$ cat config.mk
export PLATFORM = sky130hd
export DESIGN_NAME = riscv_mc_control
export DESIGN_NICKNAME = d
export VERILOG_FILES = /design/src/rtl/riscv_mc_control.sv
export SDC_FILE = /design/constraint.sdc
export NUM_CORES = 1
export LEC_CHECK = 0
export ABC_AREA = 1
export CORE_MARGIN = 8
export CORE_UTILIZATION = 50
export DETAILED_ROUTE_END_ITERATION = 16
export GPL_ROUTABILITY_DRIVEN = 0
export MAX_ROUTING_LAYER = met4
export PLACE_DENSITY = 0.8
export SLEW_MARGIN = 5
export SYNTH_ARGS = -nofsm -noshare
export SYNTH_HDL_FRONTEND = slang
export SYNTH_SLANG_ARGS = --single-unit
$ cat constraint.sdc
create_clock -name clk_i -period 3.24 [get_ports clk_i]
set_clock_uncertainty 0.05 [all_clocks]
set_input_delay 0.648 -clock clk_i [delete_from_list [all_inputs] [get_ports clk_i]]
set_output_delay 0.648 -clock clk_i [all_outputs]
set_load 0.02 [all_outputs]
$ cat src/rtl/riscv_mc_control.sv
// Multi-cycle RV32I control FSM: sequences fetch/decode/exec/mem/wb, drives datapath
// selects and strobes, counts retired instructions and stops on system, illegal or bus timeout.
module riscv_mc_control #(
  parameter int unsigned MEM_TIMEOUT = 255
) (
  input  logic        clk_i,
  input  logic        rst_i,
  input  logic [6:0]  opcode_i,
  input  logic [2:0]  funct3_i,
  input  logic        branch_taken_i,
  input  logic        mem_ready_i,
  output logic        mem_req_o,
  output logic        mem_we_o,
  output logic        mem_addr_sel_o,
  output logic [1:0]  mem_size_o,
  output logic        ir_we_o,
  output logic        pc_we_o,
  output logic [1:0]  pc_sel_o,
  output logic        rf_we_o,
  output logic [1:0]  wb_sel_o,
  output logic        alu_a_sel_o,
  output logic        alu_b_sel_o,
  output logic        halt_o,
  output logic        illegal_o,
  output logic        bus_err_o,
  output logic [2:0]  state_o,
  output logic [31:0] instret_o
);

  localparam int unsigned WAIT_W = 16;
  localparam int unsigned CNT_W  = 32;

  localparam logic [6:0] OP_R      = 7'b0110011;
  localparam logic [6:0] OP_IMM    = 7'b0010011;
  localparam logic [6:0] OP_LOAD   = 7'b0000011;
  localparam logic [6:0] OP_STORE  = 7'b0100011;
  localparam logic [6:0] OP_BRANCH = 7'b1100011;
  localparam logic [6:0] OP_JAL    = 7'b1101111;
  localparam logic [6:0] OP_JALR   = 7'b1100111;
  localparam logic [6:0] OP_LUI    = 7'b0110111;
  localparam logic [6:0] OP_AUIPC  = 7'b0010111;
  localparam logic [6:0] OP_SYSTEM = 7'b1110011;

  typedef enum logic [2:0] {
    S_FETCH  = 3'd0,
    S_DECODE = 3'd1,
    S_EXEC   = 3'd2,
    S_MEM    = 3'd3,
    S_WB     = 3'd4,
    S_HALT   = 3'd5,
    S_TRAP   = 3'd6
  } state_e;

  state_e             state_q, state_d;
  logic [WAIT_W-1:0]  wait_q, wait_d;
  logic [CNT_W-1:0]   instret_q, instret_d;
  logic               halt_q, halt_d;
  logic               illegal_q, illegal_d;
  logic               bus_err_q, bus_err_d;
  logic               timeout_c;
  logic               unused_funct3;

  // Only the access size bits of funct3 matter to the controller.
  assign unused_funct3 = funct3_i[2];

  assign timeout_c = (wait_q == WAIT_W'(MEM_TIMEOUT)) && !mem_ready_i;

  always_ff @(posedge clk_i or posedge rst_i) begin
    if (rst_i) begin
      state_q   <= S_FETCH;
      wait_q    <= '0;
      instret_q <= '0;
      halt_q    <= 1'b0;
      illegal_q <= 1'b0;
      bus_err_q <= 1'b0;
    end else begin
      state_q   <= state_d;
      wait_q    <= wait_d;
      instret_q <= instret_d;
      halt_q    <= halt_d;
      illegal_q <= illegal_d;
      bus_err_q <= bus_err_d;
    end
  end

  always_comb begin
    state_d        = state_q;
    halt_d         = halt_q;
    illegal_d      = illegal_q;
    bus_err_d      = bus_err_q;
    mem_req_o      = 1'b0;
    mem_we_o       = 1'b0;
    mem_addr_sel_o = 1'b0;
    mem_size_o     = 2'd0;
    ir_we_o        = 1'b0;
    pc_we_o        = 1'b0;
    pc_sel_o       = 2'd0;
    rf_we_o        = 1'b0;
    wb_sel_o       = 2'd0;
    alu_a_sel_o    = 1'b0;
    alu_b_sel_o    = 1'b0;

    case (state_q)
      S_FETCH: begin
        mem_req_o  = 1'b1;
        mem_size_o = 2'b10;
        ir_we_o    = mem_ready_i;
        if (mem_ready_i) begin
          state_d = S_DECODE;
        end else if (timeout_c) begin
          state_d   = S_TRAP;
          bus_err_d = 1'b1;
        end
      end
      S_DECODE: state_d = S_EXEC;
      S_EXEC: begin
        case (opcode_i)
          OP_R:   state_d = S_WB;
          OP_IMM: begin
            alu_b_sel_o = 1'b1;
            state_d     = S_WB;
          end
          OP_LOAD, OP_STORE: begin
            alu_b_sel_o = 1'b1;
            state_d     = S_MEM;
          end
          OP_BRANCH: begin
            pc_we_o  = 1'b1;
            pc_sel_o = branch_taken_i ? 2'd2 : 2'd0;
            state_d  = S_FETCH;
          end
          OP_JAL: begin
            rf_we_o  = 1'b1;
            wb_sel_o = 2'd2;
            pc_we_o  = 1'b1;
            pc_sel_o = 2'd2;
            state_d  = S_FETCH;
          end
          OP_JALR: begin
            alu_b_sel_o = 1'b1;
            rf_we_o     = 1'b1;
            wb_sel_o    = 2'd2;
            pc_we_o     = 1'b1;
            pc_sel_o    = 2'd1;
            state_d     = S_FETCH;
          end
          OP_LUI: begin
            rf_we_o  = 1'b1;
            wb_sel_o = 2'd3;
            pc_we_o  = 1'b1;
            state_d  = S_FETCH;
          end
          OP_AUIPC: begin
            alu_a_sel_o = 1'b1;
            alu_b_sel_o = 1'b1;
            rf_we_o     = 1'b1;
            pc_we_o     = 1'b1;
            state_d     = S_FETCH;
          end
          OP_SYSTEM: begin
            state_d = S_HALT;
            halt_d  = 1'b1;
          end
          default: begin
            state_d   = S_TRAP;
            illegal_d = 1'b1;
          end
        endcase
      end
      S_MEM: begin
        mem_req_o      = 1'b1;
        mem_addr_sel_o = 1'b1;
        alu_b_sel_o    = 1'b1;
        mem_size_o     = funct3_i[1:0];
        mem_we_o       = (opcode_i == OP_STORE);
        if (mem_ready_i) begin
          if (opcode_i == OP_STORE) begin
            pc_we_o = 1'b1;
            state_d = S_FETCH;
          end else begin
            state_d = S_WB;
          end
        end else if (timeout_c) begin
          state_d   = S_TRAP;
          bus_err_d = 1'b1;
        end
      end
      S_WB: begin
        rf_we_o     = 1'b1;
        wb_sel_o    = (opcode_i == OP_LOAD) ? 2'd1 : 2'd0;
        alu_b_sel_o = (opcode_i != OP_R);
        pc_we_o     = 1'b1;
        state_d     = S_FETCH;
      end
      default: state_d = state_q;
    endcase

    // Wait counter only runs while a memory access is pending in the same state.
    if ((state_q == S_FETCH || state_q == S_MEM) && !mem_ready_i && state_d == state_q) begin
      wait_d = wait_q + WAIT_W'(1);
    end else begin
      wait_d = '0;
    end

    if (rst_i) begin
      mem_req_o      = 1'b0;
      mem_we_o       = 1'b0;
      mem_addr_sel_o = 1'b0;
      mem_size_o     = 2'd0;
      ir_we_o        = 1'b0;
      pc_we_o        = 1'b0;
      pc_sel_o       = 2'd0;
      rf_we_o        = 1'b0;
      wb_sel_o       = 2'd0;
      alu_a_sel_o    = 1'b0;
      alu_b_sel_o    = 1'b0;
    end

    instret_d = instret_q + CNT_W'(pc_we_o);
  end

  assign state_o   = state_q;
  assign instret_o = instret_q;
  assign halt_o    = halt_q;
  assign illegal_o = illegal_q;
  assign bus_err_o = bus_err_q;

endmodule

Word level (Yosys, flattened, before mapping)
Index checks and enable logic that the tools add are counted.
{ "word_totals": {"elab_cells": 83, "in_bits": 14, "ramBits": 0, "ff_bits": 54, "mem_count": 0, "mem_bits_ro": 0, "latchBits": 0} }
{ "op_classes": {"reduce_logical": 17, "n_div": 0, "eq_ne": 17, "n_mul": 0, "order_cmp": 0, "shifts": 0, "bitwise": 2, "muxes": 39, "add_sub_neg": 2} }
{ "ops": {"columns": ["cell", "n"], "rows": [
  ["adder 32 x 1 -> 32 bit", 1],
  ["equality test 7 bit (second input constant)", 4],
  ["equality test 7 x 6 -> 1 bit (second input constant)", 3],
  ["2-to-1 mux 1 bit", 20],
  ["adder 16 x 1 -> 16 bit (second input constant)", 1],
  ["equality test 16 x 8 -> 1 bit (second input constant)", 1],
  ["2-to-1 mux 16 bit", 1],
  ["case mux 3 bit (5 select lines)", 1],
  ["equality test 7 x 5 -> 1 bit (second input constant)", 2],
  ["2-to-1 mux 3 bit", 4],
  ["case mux 2 bit (2 select lines)", 3],
  ["case mux 3 bit (4 select lines)", 1],
  ["2-to-1 mux 2 bit", 5],
  ["OR reduction 10 bit", 1],
  ["OR reduction 5 bit", 2],
  ["OR reduction 2 bit", 4],
  ["equality test 7 x 2 -> 1 bit (second input constant)", 1],
  ["!= test 7 x 6 -> 1 bit (second input constant)", 1],
  ["equality test 3 x 2 -> 1 bit (second input constant)", 2],
  ["case mux 1 bit (3 select lines)", 2],
  ["case mux 2 bit (3 select lines)", 1],
  ["AND reduction 2 bit", 2],
  ["OR reduction 4 bit", 1],
  ["equality test 3 x 1 -> 1 bit (second input constant)", 1],
  ["other kinds (9)", 12]
]} }

Longest topological paths before layout
{ "depth": {"ltp_word": 8, "mapped_depth": 18, "depth_no_buf": 18} }

Worst setup path before layout
OpenSTA, ideal clock, no wires.
{ "synth_timing": {"path_type": "input to register", "startpoint": "input opcode_i[1]", "endpoint": "register instret_q[26] (netlist: instret_o[26])", "required_ns": 3.060, "arrival_ns": 3.238, "setup_slack_ns": -0.179, "cell_stages": 16, "path_cell_list": "nand2_1 -> nor3b_1 -> nand2_1 -> nand4_1 -> a21oi_1 -> a21oi_1 -> ha_1 -> ha_1 -> nand2_1 -> nor2_2 -> nand4_1 -> nor2_2 -> nand3_1 -> nor2_1 -> nand2_1 -> xnor2_1"} }
{ "synth_between": {"elab_chain_cells": 6} }
{ "synth_lines": {"columns": ["item", "line_no", "rtl"], "rows": [
  ["start, declared", "8", "input logic [6:0] opcode_i,"],
  ["equality test 7 x 5 -> 1 bit (tied with other cells)", "117", "case (opcode_i)"],
  ["OR reduction 5 bit (no source line) / 2-to-1 mux 1 bit (equally long branches)", null, null],
  ["2-to-1 mux 1 bit, on equally long branches", "117, 176", null],
  ["case mux 1 bit (3 select lines) *", "103", "case (state_q)"],
  ["2-to-1 mux 1 bit *", "205", "if (rst_i) begin"],
  ["named net pc_we_o", "17", "output logic pc_we_o,"],
  ["adder 32 x 1 -> 32 bit *", "219", "instret_d = instret_q + CNT_W'(pc_we_o);"],
  ["named net instret_d[26]", "56", "logic [CNT_W-1:0] instret_q, instret_d;"],
  ["end signal, assigned", "79", "instret_q <= instret_d;"],
  ["end, declared", "56", null]
]} }
Mark *: on every way through the listed nets, which the timed path passes. The rest lies on a longest branch.
A chain may end at the register's enable or synchronous reset.

Final worst setup path
{ "layout_timing": {"startpoint": "input opcode_i[6]", "endpoint": "output wb_sel_o[1]"} }
{ "layout_between": {"elab_chain_cells": 5} }
{ "layout_lines": {"columns": ["item", "line_no", "rtl"], "rows": [
  ["equality test 7 bit", "117", null],
  ["OR reduction 2 bit (no source line)", null, null],
  ["case mux 2 bit (2 select lines) *", "117", null],
  ["case mux 2 bit (2 select lines) *", "103", null],
  ["2-to-1 mux 2 bit *", "205", null],
  ["end, declared", "20", "output logic [1:0] wb_sel_o,"]
]} }
Every way passes the cells marked *; elsewhere a longest branch is shown, timed or not.

==> impl_metrics.csv <==
group,metric,value,unit
run_status,status,"complete, no violations",
final_layout,synthToLayoutAreaGrowth,37.07,%
pwr,peakVddDrop,0.0003552,V
routing,vias,2771,
final_layout,drive_above_1_share,18.24,%
floorplan,io-pin-count,66,
synth,netlist_instances,366,
clocking,clk_latency,0.30,ns
routing,routed_wl,7595,um
pwr,power_leakage,1.896,nW
timing,setup_viol,0,
routing,drc,0,
global_routing,overflow,0,
synth,avgSynthCellArea,8.355,sq um
synth,synth.top_cell.area_share,44.19,%
critical_path,crit_fanout,4,
critical_path,cp_data_arrival_time,2.45,ns
global_routing,antenna_found_initial,0,
worst_hold_path,hold_class,"flip-flop to flip-flop",
global_routing,grt_pass1_vias,2747,
synth,ys_types,32,
synth,synth-seq-area-share,44.19,%
floorplan,initial_utilization,51.65,%
final_layout,fin_util,70.79,%
synth,yosysTopAreaCell,"dfrtp_1",
routing,vias_per_cell,5.122,
critical_path,slowest_delay,0.60,ns
floorplan,core.rowCount,28,
placement,postPlaceCellArea,0.003973,sq mm
clocking,cts_tree,"built",
synth,async_flop_share,100.0,%
worst_hold_path,holdPathStages,2,
timing,tightest_slew,0.6726,ns
critical_path,start_kind,"input port",
synth,ys_seq_elements,54,
final_layout,final_common_cell,"nand2_1",
critical_path,required,2.54,ns
final_layout,fill_cells,460,
critical_path,crit_type,"input port to output pin",
synth,synth-main-ff-cell,"dfrtp_1",
routing,wl_per_cell,14.04,um
floorplan,dieWidth,94.21,um
clocking,htree_levels,2,
clocking,clk_pin_slew,0.09,ns
timing,max_freq,317.6,MHz
critical_path,path_buf_inv,5,
critical_path,worstRegToRegCells,15,
floorplan,design.core.area,0.005921,sq mm
synth,yosys_warnings,0,
timing,drv_slew,0,
global_routing,grt_util_all_layers,17.78,%
synth,syn-num-nets,383,
synth,synth_area_leaders,"dfrtp_1 (44%), nand2_1 (8.6%), xor2_1 (7.4%)",
floorplan,die_y,94.21,um
critical_path,worst_path_most_repeated_cell,"clkdlybuf4s50_1",
routing,first_pass_iters,4,
routing,ant_nets,0,
timing,finalHoldViolCount,0,
timing,min_period,3.148,ns
clocking,cts.sink_count,54,
final_layout,multi_input_area,0.001625,sq mm
critical_path,endpoint_kind,"output pin",
critical_path,slowest_stage,"clkdlybuf4s50_1",
critical_path,path_cells,"clkdlybuf4s50_1 -> inv_2 -> nor2_2 -> nand4_1 -> buf_4 -> nand3_1 -> nand2_1 -> inv_1 -> clkdlybuf4s50_1",
timing,period_share,97.17,%
placement,io_buffers,64,
final_layout,num-nets-final,483,
final_layout,diodes,0,
clocking,cts_buffer_depth,2,
clocking,cts_hold_buf,0,
flow_run,drv_cap,0,
pwr,power.density,429.8,mW/mm^2
synth,synth-edff-count,0,
floorplan,dieArea,0.008875,sq mm
global_routing,grt_max_degree,55,
synth,synth.cell_area,0.003058,sq mm
critical_path,cp.depth,9,
critical_path,crit_family,"buffers and inverters",
timing,relSlewSlack,55.16,%
final_layout,stdcell_area,0.004192,sq mm
final_layout,final_cell_mix,"nand2_1 (66), dfrtp_1 (54), clkdlybuf4s50_1 (54), nor2_1 (47), inv_1 (34)",
clocking,numCtsBuffers,5,
global_routing,grt_pass1_wl,12590,um
routing,drt_iter0_markers,129,
clocking,clockRootBuffer,"clkbuf_8",
placement,place_hpwl,5572,um
final_layout,ff_latch_area,0.001351,sq mm
[final cells by class]
cell class	instances	share of cell area (%)
sequential	54	32.24
clock buffer	6	1.731
clock inverter	1	0.1791
multi-input combinational	269	38.78
timing repair buffer	95	21.16
tap	75	2.239
inverter	41	3.672
[cell usage after synthesis, drive strengths merged (2+ instances only)]
library cell and count:
nand4 16, nor4 2, nor2 68, a31oi 4
o21ai 5, dfrtp 54, a21oi 12, a211oi 2
inv 41, or2 2, xor2 26, nand2 74
ha 3, nand3 17, nor3 18, xnor2 14
[logic make-up after synthesis]
family	after synthesis	share of synthesized area (%)
flops	54	44.19
compound gates	28	5.565
simple gates	198	31.75
buf+inv	43	5.810
xor+xnor	40	11.46
fa+ha+maj	3	1.228
[power breakdown]
part	switching, mW	leakage [nW]	internal [mW]
Combinational	0.391	1.14	0.249
Clock	0.208	0.0373	0.149
Sequential	0.0793	0.717	0.725
Total	0.679	1.90	1.12
[path summary, 6_finish.rpt]
path	start	endpoint	slack (ns)
setup / recovery	opcode_i[6]	wb_sel_o[1]	0.09
hold / removal	illegal_o	illegal_o	0.42
setup reg to reg	state_o[0]	instret_o[20]	0.43
hold reg to reg	illegal_o	illegal_o	0.42
max in group asynchronous	rst_i	wait_q[4]	1.79
min in group asynchronous	rst_i	wait_q[14]	0.89
[worst reg2reg max path: cells and delay by family (launching register included)]
kind	cells	cell delay, ns
AOI/OAI and AO/OA	2	0.24
and+or+nand+nor	7	1.10
xor gates and xnor gates	1	0.14
buffers and inverters	3	0.30
adders and majority gates	2	0.38
DFF	1	0.50
[per-layer routing]
metal  global-route usage (%)  routed length [um]  vias to the layer above
li1                         -                   -                     1382
met3                    4.556                 361                       11
met2                    28.85                3812                       64
met4                    4.359                 109                        0
met5                        -                   0                        -
met1                    21.48                3311                     1314
[state kept, by name (all words and copies together) (netlist names)]
signal / cells
bus_err_o: 1
halt_o: 1
illegal_o: 1
instret_o: 32
state_o: 3
wait_q: 16
[stage by stage]
stage | cells | hold slack, ns | TNS (ns) | total power [mW] | setup WS (ns)
after floorplan | 366 | 0.3814 | 0 | 1.204 | 0.07779
after global placement | 529 | 0.3959 | -1.518 | 1.425 | -0.2634
after detailed placement | 529 | 0.4047 | -2.390 | 1.440 | -0.3630
after CTS | 538 | 0.4225 | 0 | 1.792 | 0.001151
after global routing | 541 | 0.4371 | -0.004638 | 1.912 | -0.004638
final | 541 | 0.4232 | 0 | 1.801 | 0.09183
[timing repair]
item,CTS,global route
buffers inserted,2,3
endpoints found under the setup margin,5,13
gates resized for setup,4,27
pin swaps,2,14
(Power assumes the default switching activity.)
